**src/rtl/weight_sched_pkg.sv**
```systemverilog
// -----------------------------------------------------------------------------
// weight_sched_pkg
// Shared types for the weight stream scheduler. It holds the default field
// widths of a layer descriptor, the packed descriptor layout (k_1 in the LSBs),
// the scheduler FSM state encoding, and the helper that builds the header beat
// sent to the rotator at the start of every iteration.
// -----------------------------------------------------------------------------
package weight_sched_pkg;

  localparam int BITS_K      = 4;
  localparam int BITS_CIN    = 10;
  localparam int BITS_COLS   = 9;
  localparam int BITS_BLOCKS = 8;
  localparam int BITS_CFG    = 4;
  localparam int BITS_ITR    = 10;

  // Full descriptor width and the width of the header payload
  localparam int DESC_W = BITS_K + BITS_CIN + BITS_COLS + BITS_BLOCKS + BITS_CFG + BITS_ITR;
  localparam int HDR_W  = BITS_K + BITS_CIN + BITS_COLS + BITS_BLOCKS;

  typedef enum logic [1:0] {
    ST_IDLE = 2'd0,
    ST_HDR  = 2'd1,
    ST_CFG  = 2'd2,
    ST_DATA = 2'd3
  } state_t;

  // First member lands in the MSBs, so k_1 ends up at bit 0
  typedef struct packed {
    logic [BITS_ITR-1:0]    itr_1;
    logic [BITS_CFG-1:0]    cfg_beats_1;
    logic [BITS_BLOCKS-1:0] blocks_1;
    logic [BITS_COLS-1:0]   cols_1;
    logic [BITS_CIN-1:0]    cin_1;
    logic [BITS_K-1:0]      k_1;
  } desc_t;

  // Header payload as the rotator expects it: {blocks_1, cols_1, cin_1, k_1}
  function automatic logic [HDR_W-1:0] pack_header(input desc_t d);
    return {d.blocks_1, d.cols_1, d.cin_1, d.k_1};
  endfunction

endpackage

```
**src/rtl/weight_stream_scheduler.sv**
```systemverilog
// -----------------------------------------------------------------------------
// weight_stream_scheduler
// Frames the raw weight DMA stream for axis_weight_rotator. For each accepted
// layer descriptor it emits, ITR times: one generated header beat, then
// cfg_beats_1+1 config beats and (k_1+1)*(cin_1+1) weight beats passed straight
// through from the DMA, with m_axis_tlast on the last weight beat. Frame length
// comes from the descriptor counts; the DMA's tlast is only checked, never
// forwarded, and any misplaced or missing DMA tlast sets the sticky err_len.
//
// Ports
//   aclk, aresetn            clock, asynchronous active-low reset
//   s_desc_*                 layer descriptor handshake (accepted in IDLE only)
//   s_raw_*                  raw weight stream from the DMA
//   m_axis_*                 framed stream to the rotator
//   busy                     FSM is not idle
//   done                     one-cycle pulse after the final beat of a layer
//   err_len                  sticky DMA tlast position error
// -----------------------------------------------------------------------------
module weight_stream_scheduler
  import weight_sched_pkg::*;
#(
  parameter int S_WEIGHTS_WIDTH_HF = 64,
  parameter int BITS_K             = weight_sched_pkg::BITS_K,
  parameter int BITS_CIN           = weight_sched_pkg::BITS_CIN,
  parameter int BITS_COLS          = weight_sched_pkg::BITS_COLS,
  parameter int BITS_BLOCKS        = weight_sched_pkg::BITS_BLOCKS,
  parameter int BITS_CFG           = weight_sched_pkg::BITS_CFG,
  parameter int BITS_ITR           = weight_sched_pkg::BITS_ITR
) (
  input  logic                            aclk,
  input  logic                            aresetn,
  input  logic                            s_desc_tvalid,
  output logic                            s_desc_tready,
  input  logic [BITS_ITR+BITS_CFG+BITS_BLOCKS+BITS_COLS+BITS_CIN+BITS_K-1:0] s_desc_tdata,
  input  logic                            s_raw_tvalid,
  output logic                            s_raw_tready,
  input  logic [S_WEIGHTS_WIDTH_HF-1:0]   s_raw_tdata,
  input  logic [S_WEIGHTS_WIDTH_HF/8-1:0] s_raw_tkeep,
  input  logic                            s_raw_tlast,
  output logic                            m_axis_tvalid,
  input  logic                            m_axis_tready,
  output logic [S_WEIGHTS_WIDTH_HF-1:0]   m_axis_tdata,
  output logic [S_WEIGHTS_WIDTH_HF/8-1:0] m_axis_tkeep,
  output logic                            m_axis_tlast,
  output logic                            busy,
  output logic                            done,
  output logic                            err_len
);

  localparam int DB_W  = BITS_K + BITS_CIN;
  localparam int PW    = DB_W + 2;
  localparam int CNT_W = (DB_W > BITS_CFG) ? DB_W : BITS_CFG;

  state_t            state_r, state_n;
  desc_t             desc_r;
  desc_t             desc_in_s;
  logic [DB_W-1:0]   data_beats_r;
  logic [DB_W-1:0]   data_beats_s;
  logic [PW-1:0]     k_ext_s, cin_ext_s, prod_s;
  logic [CNT_W-1:0]  cnt_r;
  logic [BITS_ITR-1:0] itr_cnt_r;
  logic              done_r, err_len_r;
  logic              desc_fire_s, raw_xfer_s;
  logic              cfg_last_s, data_last_s, itr_last_s;
  logic [S_WEIGHTS_WIDTH_HF-1:0] hdr_data_s;

  assign desc_in_s   = desc_t'(s_desc_tdata);
  assign desc_fire_s = (state_r == ST_IDLE) && s_desc_tvalid;

  // Weight beats per iteration minus one; widened so (k+1)*(cin+1) never overflows
  assign k_ext_s      = PW'(desc_in_s.k_1) + PW'(1);
  assign cin_ext_s    = PW'(desc_in_s.cin_1) + PW'(1);
  assign prod_s       = k_ext_s * cin_ext_s;
  assign data_beats_s = DB_W'(prod_s - PW'(1));

  // A pass-through beat moves whenever the DMA and the rotator are both ready
  assign raw_xfer_s  = s_raw_tvalid && m_axis_tready;
  assign cfg_last_s  = (cnt_r == CNT_W'(desc_r.cfg_beats_1));
  assign data_last_s = (cnt_r == CNT_W'(data_beats_r));
  assign itr_last_s  = (itr_cnt_r == desc_r.itr_1);
  assign hdr_data_s  = S_WEIGHTS_WIDTH_HF'(pack_header(desc_r));

  assign busy    = (state_r != ST_IDLE);
  assign done    = done_r;
  assign err_len = err_len_r;

  // FSM state register
  always_ff @(posedge aclk or negedge aresetn) begin
    if (!aresetn) begin
      state_r <= ST_IDLE;
    end else begin
      state_r <= state_n;
    end
  end

  // Next state and stream muxing; CFG/DATA are a combinational path DMA->rotator
  always_comb begin
    state_n       = state_r;
    s_desc_tready = 1'b0;
    m_axis_tvalid = 1'b0;
    m_axis_tdata  = '0;
    m_axis_tkeep  = '0;
    m_axis_tlast  = 1'b0;
    s_raw_tready  = 1'b0;
    case (state_r)
      ST_IDLE: begin
        s_desc_tready = 1'b1;
        if (s_desc_tvalid) begin
          state_n = ST_HDR;
        end else begin
          state_n = ST_IDLE;
        end
      end
      ST_HDR: begin
        m_axis_tvalid = 1'b1;
        m_axis_tdata  = hdr_data_s;
        m_axis_tkeep  = '1;
        if (m_axis_tready) begin
          state_n = ST_CFG;
        end else begin
          state_n = ST_HDR;
        end
      end
      ST_CFG: begin
        m_axis_tvalid = s_raw_tvalid;
        s_raw_tready  = m_axis_tready;
        m_axis_tdata  = s_raw_tdata;
        m_axis_tkeep  = s_raw_tkeep;
        if (raw_xfer_s && cfg_last_s) begin
          state_n = ST_DATA;
        end else begin
          state_n = ST_CFG;
        end
      end
      ST_DATA: begin
        m_axis_tvalid = s_raw_tvalid;
        s_raw_tready  = m_axis_tready;
        m_axis_tdata  = s_raw_tdata;
        m_axis_tkeep  = s_raw_tkeep;
        m_axis_tlast  = data_last_s;
        if (raw_xfer_s && data_last_s) begin
          if (itr_last_s) begin
            state_n = ST_IDLE;
          end else begin
            state_n = ST_HDR;
          end
        end else begin
          state_n = ST_DATA;
        end
      end
      default: begin
        state_n = ST_IDLE;
      end
    endcase
  end

  // Descriptor capture, including the precomputed weight beat count
  always_ff @(posedge aclk or negedge aresetn) begin
    if (!aresetn) begin
      desc_r       <= '0;
      data_beats_r <= '0;
    end else if (desc_fire_s) begin
      desc_r       <= desc_in_s;
      data_beats_r <= data_beats_s;
    end
  end

  // Beat counter: restarts at each header accept and at each phase boundary
  always_ff @(posedge aclk or negedge aresetn) begin
    if (!aresetn) begin
      cnt_r <= '0;
    end else if ((state_r == ST_HDR) && m_axis_tready) begin
      cnt_r <= '0;
    end else if ((state_r == ST_CFG) && raw_xfer_s) begin
      cnt_r <= cfg_last_s ? '0 : cnt_r + CNT_W'(1);
    end else if ((state_r == ST_DATA) && raw_xfer_s) begin
      cnt_r <= data_last_s ? '0 : cnt_r + CNT_W'(1);
    end
  end

  // Iteration counter: zeroed on descriptor accept, bumped at each non-final frame end
  always_ff @(posedge aclk or negedge aresetn) begin
    if (!aresetn) begin
      itr_cnt_r <= '0;
    end else if (desc_fire_s) begin
      itr_cnt_r <= '0;
    end else if ((state_r == ST_DATA) && raw_xfer_s && data_last_s && !itr_last_s) begin
      itr_cnt_r <= itr_cnt_r + BITS_ITR'(1);
    end
  end

  // Layer completion pulse, one cycle after the final handshake
  always_ff @(posedge aclk or negedge aresetn) begin
    if (!aresetn) begin
      done_r <= 1'b0;
    end else begin
      done_r <= (state_r == ST_DATA) && raw_xfer_s && data_last_s && itr_last_s;
    end
  end

  // Sticky length error: DMA tlast must appear on the last weight beat and nowhere else
  always_ff @(posedge aclk or negedge aresetn) begin
    if (!aresetn) begin
      err_len_r <= 1'b0;
    end else if ((state_r == ST_CFG) && raw_xfer_s && s_raw_tlast) begin
      err_len_r <= 1'b1;
    end else if ((state_r == ST_DATA) && raw_xfer_s && (s_raw_tlast != data_last_s)) begin
      err_len_r <= 1'b1;
    end
  end

endmodule

```
**config.mk**
```make
export PLATFORM = sky130hd
export DESIGN_NAME = weight_stream_scheduler
export DESIGN_NICKNAME = d
export VERILOG_FILES = /design/src/rtl/weight_sched_pkg.sv /design/src/rtl/weight_stream_scheduler.sv
export SDC_FILE = /design/constraint.sdc
export NUM_CORES = 1
export LEC_CHECK = 0
export ABC_CLOCK_PERIOD_IN_PS = 2700
export CORE_UTILIZATION = 48
export DETAILED_ROUTE_END_ITERATION = 6
export GPL_TIMING_DRIVEN = 0
export PLACE_DENSITY_LB_ADDON = 0.12
export SYNTH_ARGS = -nofsm -noshare
export SYNTH_HDL_FRONTEND = slang
export SYNTH_SLANG_ARGS = --single-unit
```
**constraint.sdc**
```tcl
create_clock -name aclk -period 2.7 [get_ports aclk]
set_clock_uncertainty 0.15 [all_clocks]
set_input_delay 0.81 -clock aclk [delete_from_list [all_inputs] [get_ports aclk]]
set_output_delay 0.81 -clock aclk [all_outputs]
set_load 0.02 [all_outputs]
```
==> qor.csv, run 1 <==
stage;metric;value;unit
floorplanning;die_area;0.01423;mm^2
place;gp_congestion;0.8885;
global_routing;grt_pass1_vias;6108;
final_layout;drive_gt1_share;24.54;%
cts;cts_buffers;9;
setup_path;start_kind;input pin;
setup_path;cp-end-kind;flip-flop;
yosys;synth_common_cells;nand2_1, dfrtp_1, inv_1;
yosys;synthesis.area;0.006603;mm^2
setup_path;r2r-start;state_r[0];
sta;worst_slack;-1722;ps
power;power_density;727.5;mW/mm^2
cts;hold_buffers;0;
place;hpwl;15270;um
global_routing;antenna_found_initial;3;
yosys;yosys_warnings;0;
sta;rsz0062_at_grt;yes;
final_layout;syn_to_final_growth;52.26;%
sta;finalSetupTns;-15970;ps
yosys;syn_inst;782;
cts;cts_buffer_depth;2;
power;leakagePower;4.806;nW
setup_path;required;2810;ps
setup_path;crit_arrival;4530;ps
final_layout;nNetsFinal;1219;
cts;root_buffer;clkbuf_16;
floorplanning;die_w;119.3;um
power;power.switching;2.867;mW
yosys;async_flop_share;100.0;%
routing;drtAntennaViolNets;0;
sta;finalCritPeriodShare;163.8;%
sta;fmax;226.1;MHz
place;placed_cell_area;0.009016;mm^2
power;seq_power_share;30.2;%
yosys;syn_avg_cell_area;8.443;um^2
run;maxCapViolCount;0;
sta;min_period;4422;ps
routing;wl_per_cell;18.00;um
yosys;synth_edf_count;0;
setup_path;critical_path.startpoint;s_desc_tdata[4];
final_layout;stdcell_area;0.01005;mm^2
global_routing;grt.total_usage;29.84;%
routing;top_layer;met4;
routing;drt_wl_total;22000;um
power;power.share.switching;39.20;%
cts;clkLatencyLatePin;350;ps
sta;setup_viol;16;
power;combPwrFrac;53.4;%
yosys;ys_ff_latch;87;
sta;hold_viol_final;0;
floorplanning;core-area;0.01335;mm^2
yosys;synth_nets;963;
floorplanning;io_pins;202;
yosys;yosysSeqAreaShare;32.97;%
yosys;yosysTopAreaCellShare;32.97;%
place;placed_cells;1158;
sta;hold_ws;305.7;ps
floorplanning;die_h;119.3;um
sta;slew_viol_final;0;
yosys;synthFlopType;dfrtp_1;
power;pwr-share-clk;16.5;%
routing;vias;6446;
routing;wl_met3;1503;um
run_status;failed_checks;setup timing;
yosys;yosysMostFrequentCell;nand2_1;
power;p_int;4.447;mW
floorplanning;start_util;49.47;%
cts;clk_pin_slew;70;ps
sta;worst_slew_pin_slew;630.2;ps
final_layout;fin_cells;1222;
global_routing;grt_overflow;0;
cts;h-tree-depth;3;
routing;viasPerCell;5.275;
place;portBuffers;199;
sta;maxSlewHeadroom;57.99;%
routing;wl_met1;8747;um
cts;cts.sinks;87;
global_routing;grt_max_degree;46;
cts;cts_tree;done;
setup_path;cp_max_fo;4;
run_status;status;finished, violations left;
yosys;ys_types;45;
yosys;yosysTopAreaCell;dfrtp_1;
setup_path;criticalPathCategory;in -> reg;
min_path;hold_class;in -> async;
power;peakVddDrop;0.8488;mV
routing;first_pass_iters;5;
routing;route.met2.wl;11150;um
global_routing;grt_pass1_wl;32440;um
routing;drcViolationCount;0;
yosys;yosys-top-cells-area;dfrtp_1, nand2_1, fa_1;
final_layout;fin_util;75.32;%
floorplanning;rows;42;
routing;drt_iter0_markers;443;
## what timing repair did
action / 4_1_cts / 5_1_grt
resized for setup: 384 / 82
buffers inserted: 29 / 20
pin swaps: 48 / 47
endpoints found under the setup margin: 89 / 66
cloned: 0 / 1
## area by class of cell
class / instances / area [um^2]
multi-input combinational: 585 / 4468
fill: 970 / 3294
timing repair buffer: 249 / 2354
sequential: 87 / 2181
buffer: 36 / 285.3
inverter: 70 / 264.0
clock buffer: 12 / 246.5
tap: 176 / 220.2
clock inverter: 4 / 27.53
antenna: 3 / 7.507
## per-layer routing
metal	global-route usage (%)	up-vias
li1	-	3032
met1	37.70	3122
met2	50.18	256
met3	5.843	36
met4	11.71	0
met5	0	-
## flip-flops by register name, indices dropped and copies added (netlist names)
signal / flops
desc_r: 45
data_beats_r: 14
state_r: 2
err_len: 1
done: 1
cnt_r: 14
itr_cnt_r: 10
## power by group through the flow
| stage | logic, mW | registers (mW) | clock network, mW |
|---|---|---|---|
| 2_1_floorplan | 2.17 | 2.07 | 0 |
| 3_3_place_gp | 2.85 | 2.19 | 0 |
| 3_5_place_dp | 2.93 | 2.20 | 0 |
| 4_1_cts | 3.27 | 2.20 | 1.21 |
| 5_1_grt | 4.25 | 2.25 | 1.27 |
| 6_report | 3.90 | 2.21 | 1.20 |
## worst max-delay path, stage by stage
cell and delay, ps:
buf_8 100, ha_4 180, nand3_4 90, xor2_2 200, nor2_2 80, fa_1 530, inv_1 50, fa_1 460
fa_1 530, inv_2 50, ha_4 240, nor2b_1 140, o21a_1 200, o21ai_2 170, a21oi_2 110, o21a_1 190
o21a_1 170, o31ai_1 220
## path summary, 6_finish.rpt
check,end,slack [ps],cells past startpoint
setup / recovery,data_beats_r[10],-1720,18
hold / removal,desc_r[36],310,1
setup reg to reg,desc_r[32],250,8
hold reg to reg,err_len,320,1
max in group asynchronous,desc_r[8],1460,2
min in group aclk,err_len,320,1
## per-stage QoR
step | total power, mW | worst slack (ps)
floorplan | 4.246 | -1770
global placement | 5.045 | -2767
detailed placement | 5.133 | -2805
CTS | 6.680 | -1770
global route | 7.768 | -1844
finish | 7.314 | -1722
## layout by cell type, fill, tap and decap left out, drive strengths merged, types with 30 or more instances in the layout
| cell | count |
|---|---|
| a22o | 33 |
| and2 | 42 |
| buf | 109 |
| clkbuf | 41 |
| clkdlybuf4s50 | 107 |
| dfrtp | 87 |
| fa | 30 |
| inv | 71 |
| nand2 | 190 |
| nor2 | 59 |
| xnor2 | 40 |
| xor2 | 31 |
## kinds of logic (layout without fill, tap and decap cells)
| family | after synthesis | count (layout) | synth area share (%) |
|---|---|---|---|
| other cells | 0 | 3 | 0 |
| xor+xnor | 71 | 71 | 9.703 |
| mux | 1 | 1 | 0.1516 |
| flops | 87 | 87 | 32.97 |
| compound gates | 92 | 92 | 10.33 |
| fa+ha+maj | 58 | 58 | 14.40 |
| buf+inv | 110 | 371 | 7.030 |
| simple gates | 363 | 363 | 25.41 |
(Power assumes the default switching activity.)
==> run 2: changes to the inputs <==
- CORE_MARGIN: unset -> 1.5
==> run 2 against run 1 <==
Effect of this change:
- the flow still finishes with violations (setup timing)
- clock-buffer cell count fell by 1
- sequential share of layout area grew 0.49 points
- non-clock buffer count down 2
- critical path type unchanged
- largest cell class unchanged
==> qor.csv, run 2 (synthesis results as in run 1) <==
stage;metric;value;unit;change
run_status;status;finished, violations left;;
run_status;failed_checks;setup timing;;
place;dpl_worst_slack;-2771;ps;+34.30 ps
cts;cts_tree;done;;
place;gp_congestion;0.8307;;-6.5%
floorplanning;start_util;49.47;%;unchanged
sta;hold_viol_final;0;;unchanged
floorplanning;io_pins;202;;unchanged
final_layout;syn_to_final_growth;49.18;%;
routing;vias;6403;;-0.67%
routing;drt_iter0_markers;430;;-2.9%
routing;drcViolationCount;0;;unchanged
place;portBuffers;199;;unchanged
place;hpwl;15540;um;+1.8%
power;peakVddDrop;0.8049;mV;-5.2%
floorplanning;rows;42;;unchanged
routing;viasPerCell;5.253;;-0.42%
global_routing;grt.total_usage;29.62;%;-0.22 points
floorplanning;die_area;0.01447;mm^2;+1.7%
sta;setup_viol;13;;-3
setup_path;cp-end-kind;flip-flop;;
global_routing;antenna_found_initial;1;;-2
final_layout;drive_gt1_share;24.69;%;+0.14 points
setup_path;criticalPathCategory;in -> reg;;
setup_path;crit_arrival;4550;ps;+20 ps
final_layout;top_register;desc_r;;
power;power_density;728.7;mW/mm^2;+0.17%
cts;cts_buffers;9;;unchanged
sta;rsz0062_at_grt;yes;;
final_layout;largest_register_ffs;45;;unchanged
routing;wl_per_cell;17.97;um;-0.18%
sta;finalSetupTns;-16810;ps;-839.4 ps
floorplanning;die_w;120.3;um;+0.84%
sta;min_period;4469;ps;+46.79 ps
final_layout;top_regs;desc_r: 45 flops, cnt_r: 14 flops, data_beats_r: 14 flops;;
power;leakagePower;4.768;nW;-0.79%
global_routing;grt_pass1_vias;6252;;+2.4%
final_layout;layout_common_cells;nand2_1, clkdlybuf4s50_1, dfrtp_1;;
sta;slew_viol_final;0;;unchanged
run;maxCapViolCount;0;;unchanged
floorplanning;core-area;0.01335;mm^2;unchanged
global_routing;grt_max_degree;62;;+35%
setup_path;r2r_slack;220;ps;-30 ps
routing;drtAntennaViolNets;0;;unchanged
sta;maxSlewHeadroom;57.06;%;-0.93 points
floorplanning;die_h;120.3;um;+0.84%
place;placed_cell_area;0.009016;mm^2;unchanged
min_path;hold_class;in -> async;;
routing;drt_wl_total;21900;um;-0.42%
cts;cts.sinks;87;;unchanged
cts;cts_buffer_depth;2;;unchanged
final_layout;nNetsFinal;1217;;-0.16%
setup_path;start_kind;input pin;;
cts;h-tree-depth;3;;unchanged
global_routing;grt_overflow;0;;unchanged
sta;finalCritPeriodShare;165.5;%;+1.7 points
cts;root_buffer;clkbuf_16;;
routing;first_pass_iters;5;;unchanged
sta;worst_slack;-1769;ps;-46.79 ps
cts;clk_pin_slew;70;ps;about the same
global_routing;grt_pass1_wl;33130;um;+2.1%
sta;worst_slew_pin_slew;642.9;ps;+12.73 ps
setup_path;cp_max_fo;3;;-1
setup_path;required;2780;ps;-30 ps
final_layout;layout.cells.most_common;nand2_1;;
cts;clkLatencyLatePin;350;ps;about the same
final_layout;stdcell_area;0.009849;mm^2;-2.0%
power;power;7.177;mW;-1.9%
sta;fmax;223.8;MHz;-1.0%
==> run 2: changes by cell type in the layout (fill, tap and decap cells not counted), sizes merged <==
cell,before,now
clkbuf,41,31
diode,3,2
inv,71,73
dlygate4sd2,14,17
clkinv,3,2
buf,109,139
clkdlybuf4s15,26,0
==> run 2: stage by stage <==
step | hold slack [ps] | std cells | utilization [%]
CTS | 227.9 | 1210 | 72.59
floorplan | 295.5 | 782 | -
global placement | 295.7 | 1157 | 67.36
global route | 240.8 | 1218 | 73.77
detailed placement | 303.7 | 1158 | 67.55
finish | 224.2 | 1219 | 73.79
==> run 2: worst paths after layout <==
kind,depth (start not counted),start,endpoint
hold reg to reg,1,err_len,err_len
hold / removal,1,aresetn,desc_r[36]
min in group aclk,1,err_len,err_len
setup reg to reg,8,state_r[1],desc_r[6]
max in group asynchronous,2,aresetn,cnt_r[11]
setup / recovery,18,s_desc_tdata[4],data_beats_r[11]
==> run 2: worst max-delay path, stage by stage <==
cell and delay [ps]:
buf_6 110, ha_4 190, nand3_4 80, xor2_2 170
nor2_2 70, fa_1 530, inv_1 60, fa_1 480
fa_1 570, inv_2 60, ha_4 250, o21ai_2 150
nor2_2 60, o41a_1 410, a31oi_2 190, nand2b_1 90
xnor2_1 190, o21ai_1 80
==> run 2: routing by layer <==
layer	vias to the layer above	GRT usage, %	wire length [um]
li1	3033	-	-
met1	3101	37.25	8892
met2	228	50.79	11000
met3	41	6.698	1384
met4	0	9.485	623
met5	-	0	0
==> run 2: cell type report <==
| cell class | instances | area (um^2) |
|---|---|---|
| Inverter | 70 | 265.3 |
| Antenna cell | 2 | 5.005 |
| Multi-Input combinational cell | 585 | 4492 |
| Fill cell | 1006 | 3498 |
| Timing Repair Buffer | 248 | 2123 |
| Buffer | 35 | 267.8 |
| Sequential cell | 87 | 2185 |
| Clock inverter | 5 | 38.79 |
| Tap cell | 176 | 220.2 |
| Clock buffer | 11 | 252.7 |
==> run 2: repair_timing <==
action,in CTS,in global routing
hold buffers,0,0
endpoints found under the setup margin,90,53
buffers inserted,39,11
pin swaps,45,43
resized for setup,422,59
==> run 2: report_power, final <==
| group | leakage (nW) | switching, mW | internal, mW |
|---|---|---|---|
| clock | 0.148 | 0.549 | 0.684 |
| combinational | 3.52 | 1.82 | 1.90 |
| sequential | 1.10 | 0.427 | 1.80 |
| total | 4.77 | 2.80 | 4.38 |
==> run 3: changes to the inputs <==
- ABC_AREA: unset -> 1
- CORE_UTILIZATION: 48 -> 49
- RECOVER_POWER: unset -> 50
==> run 3 against run 2 <==
Effect of this change:
- the run still ends with setup timing left
- sequential power is 2% lower
- area after synthesis rose by 4.2%
- worst setup slack better by 160 ps
- final cell count is 13% higher
- sequential share of layout area decreased by 1.1 points
==> qor.csv, run 3 <==
stage;metric;value;unit;change
final_layout;nNetsFinal;1379;;+13%
global_routing;use_met3;6.203;%;-0.50 points
final_layout;top_regs;desc_r: 45 flops, cnt_r: 14 flops, data_beats_r: 14 flops;;
final_layout;layout_common_cells;nand2_1, inv_1, clkdlybuf4s50_1;;
sta;slew_viol_final;0;;unchanged
yosys;synthFlopType;dfrtp_1;;
yosys;yosys_warnings;0;;unchanged
routing;drt_iter0_markers;386;;-10%
place;dpl_worst_slack;-2752;ps;+19.25 ps
final_layout;drive_gt1_share;24.11;%;-0.58 points
routing;vias;7049;;+10%
sta;hold_ws;334.1;ps;+110.0 ps
power;leakagePower;5.231;nW;+9.7%
yosys;synth_edf_count;0;;unchanged
routing;first_pass_iters;5;;unchanged
sta;min_period;4311;ps;-158.4 ps
sta;hold_viol_final;0;;unchanged
floorplanning;rows;43;;+2.4%
global_routing;grt_max_degree;47;;-24%
sta;setup_viol;13;;unchanged
cts;cts.sinks;87;;unchanged
yosys;synth_nets;1129;;+17%
floorplanning;die_w;121.5;um;+1.0%
run_status;failed_checks;setup timing;;
cts;root_buffer;clkbuf_16;;
routing;wl_per_cell;15.97;um;-11%
place;gp_congestion;0.9098;;+9.5%
global_routing;grtUsageMet2;52.61;%;+1.8 points
global_routing;grt_pass1_wl;34770;um;+5.0%
floorplanning;io_pins;202;;unchanged
yosys;yosysTopAreaCell;dfrtp_1;;
global_routing;antenna_found_initial;0;;-1
routing;drcViolationCount;0;;unchanged
cts;cts_buffer_depth;2;;unchanged
final_layout;fin_util;75.15;%;+1.4 points
floorplanning;core-area;0.01377;mm^2;+3.2%
routing;drt_wl_total;22090;um;+0.85%
routing;viasPerCell;5.097;;-3.0%
run;maxCapViolCount;0;;unchanged
sta;finalSetupTns;-16000;ps;+815.3 ps
power;power_density;738.0;mW/mm^2;+1.3%
floorplanning;start_util;49.96;%;+0.50 points
yosys;syn_inst;948;;+21%
cts;clkLatencyLatePin;350;ps;about the same
final_layout;stdcell_area;0.01035;mm^2;+5.1%
setup_path;r2r-start;cnt_r[2];;
global_routing;grt_pass1_vias;7015;;+12%
floorplanning;die_h;121.5;um;+1.0%
setup_path;criticalPathCategory;in -> reg;;
sta;rsz0062_at_grt;yes;;
place;placed_cell_area;0.009474;mm^2;+5.1%
sta;worst_slew_pin_slew;1038;ps;+395.6 ps
setup_path;critical_path.startpoint;s_desc_tdata[7];;
setup_path;cp-end-kind;flip-flop;;
yosys;synth_common_cells;nand2_1, inv_1, nor2_1;;
setup_path;crit_arrival;4440;ps;-110 ps
yosys;ys_ff_latch;87;;unchanged
final_layout;top_register;desc_r;;
final_layout;largest_register_ffs;45;;unchanged
sta;worst_slack;-1611;ps;+158.4 ps
routing;drtAntennaViolNets;0;;unchanged
yosys;synthesis.area;0.006882;mm^2;+4.2%
cts;cts_buffers;9;;unchanged
floorplanning;die_area;0.01476;mm^2;+2.0%
yosys;yosysSeqAreaShare;31.64;%;-1.3 points
setup_path;required;2830;ps;+50 ps
min_path;hold_class;reg -> reg;;
place;placed_cells;1330;;+15%
global_routing;busiest_layer;met2;;
final_layout;syn_to_final_growth;50.42;%;
final_layout;n_antenna_cell;0;;-2
cts;cts_tree;done;;
min_path;hp-start;desc_r[29];;
setup_path;start_kind;input pin;;
power;power;7.640;mW;+6.4%
yosys;async_flop_share;100.0;%;unchanged
place;portBuffers;201;;+1.0%
yosys;ys_types;41;;-8.9%
power;peakVddDrop;0.4865;mV;-40%
sta;maxSlewHeadroom;30.77;%;-26 points
yosys;yosysTopAreaCellShare;31.64;%;-1.3 points
cts;clk_pin_slew;60;ps;about the same
cts;h-tree-depth;3;;unchanged
global_routing;grt_overflow;0;;unchanged
setup_path;cp_max_fo;3;;unchanged
final_layout;layout.cells.most_common;nand2_1;;
cts;hold_buffers;0;;unchanged
yosys;yosys-top-cells-area;dfrtp_1, nand2_1, inv_1;;
yosys;yosysMostFrequentCell;nand2_1;;
sta;finalCritPeriodShare;159.7;%;-5.9 points
yosys;syn_avg_cell_area;7.259;um^2;-14%
place;hpwl;15860;um;+2.0%
final_layout;fin_cells;1383;;+13%
run_status;status;finished, violations left;;
sta;fmax;232.0;MHz;+3.7%
global_routing;use_met1;37.30;%;+0.049 points
global_routing;grt.total_usage;30.38;%;+0.75 points
-- run 3: cell count changes after synthesis, sizes merged, moves of 12 or more --
cell   delta
inv     +106
nand2    +89
and2     -41
nor2     +35
xnor2    -28
nand3    +22
o21ai    +22
nor3     +12
-- run 3: power by group --
| group | switching [mW] | internal (mW) |
|---|---|---|
| logic | 2.26 | 1.91 |
| registers | 0.389 | 1.79 |
| clock network | 0.535 | 0.745 |
| total | 3.19 | 4.45 |
-- run 3: kinds of logic (layout without fill, tap and decap cells) --
logic type	count (synthesis)	in the layout	share of synthesized area [%]
XOR/XNOR	42	42	5.345
AO/OA/AOI/OAI	103	103	9.546
AND/OR/NAND/NOR	447	447	27.60
adder cells (fa/ha/maj)	58	58	13.82
buffers and inverters	211	466	12.05
flip-flops	87	87	31.64
-- run 3: path summary, 6_finish.rpt --
kind,slack [ps],endpoint,cells after the start
hold reg to reg,330,desc_r[29],2
min in group asynchronous,480,desc_r[39],1
setup / recovery,-1610,data_beats_r[13],22
max in group asynchronous,290,cnt_r[8],2
setup reg to reg,150,itr_cnt_r[2],12
hold / removal,330,desc_r[29],2
-- run 3: per-layer routing --
metal,up-vias,part of all wire (%)
met5,-,0
met3,60,6.0
met1,3315,41
li1,3416,-
met2,258,50
met4,0,3.0
-- run 3: what timing repair did --
item,4_1_cts,5_1_grt
gates resized for setup,332,107
buffers inserted,26,8
pin swaps,73,17
endpoints found under the setup margin,89,76
gates cloned,2,1
-- run 3: cell type report --
cell class,instances,area (um^2)
Sequential cell,87,2178
Timing Repair inverter,1,16.27
Fill cell,1051,3422
Clock inverter,6,68.82
Tap cell,180,225.2
Timing Repair Buffer,238,2161
Clock buffer,10,239.0
Buffer,32,224.0
Multi-Input combinational cell,650,4547
Inverter,179,691.9
-- run 3: critical path: stages --
cell and delay, ps:
buf_6 90, nand2_4 70, nor2_4 130, nand2_2 90, nor2_4 140, xor2_4 230
inv_2 100, nor2_2 120, fa_1 450, fa_1 520, inv_1 50, fa_1 490
inv_2 50, ha_4 280, nand2_2 60, nor3_2 210, nand3_1 120, nand3_2 120
inv_2 60, nand2_2 90, nand3_2 90, nand2_1 70
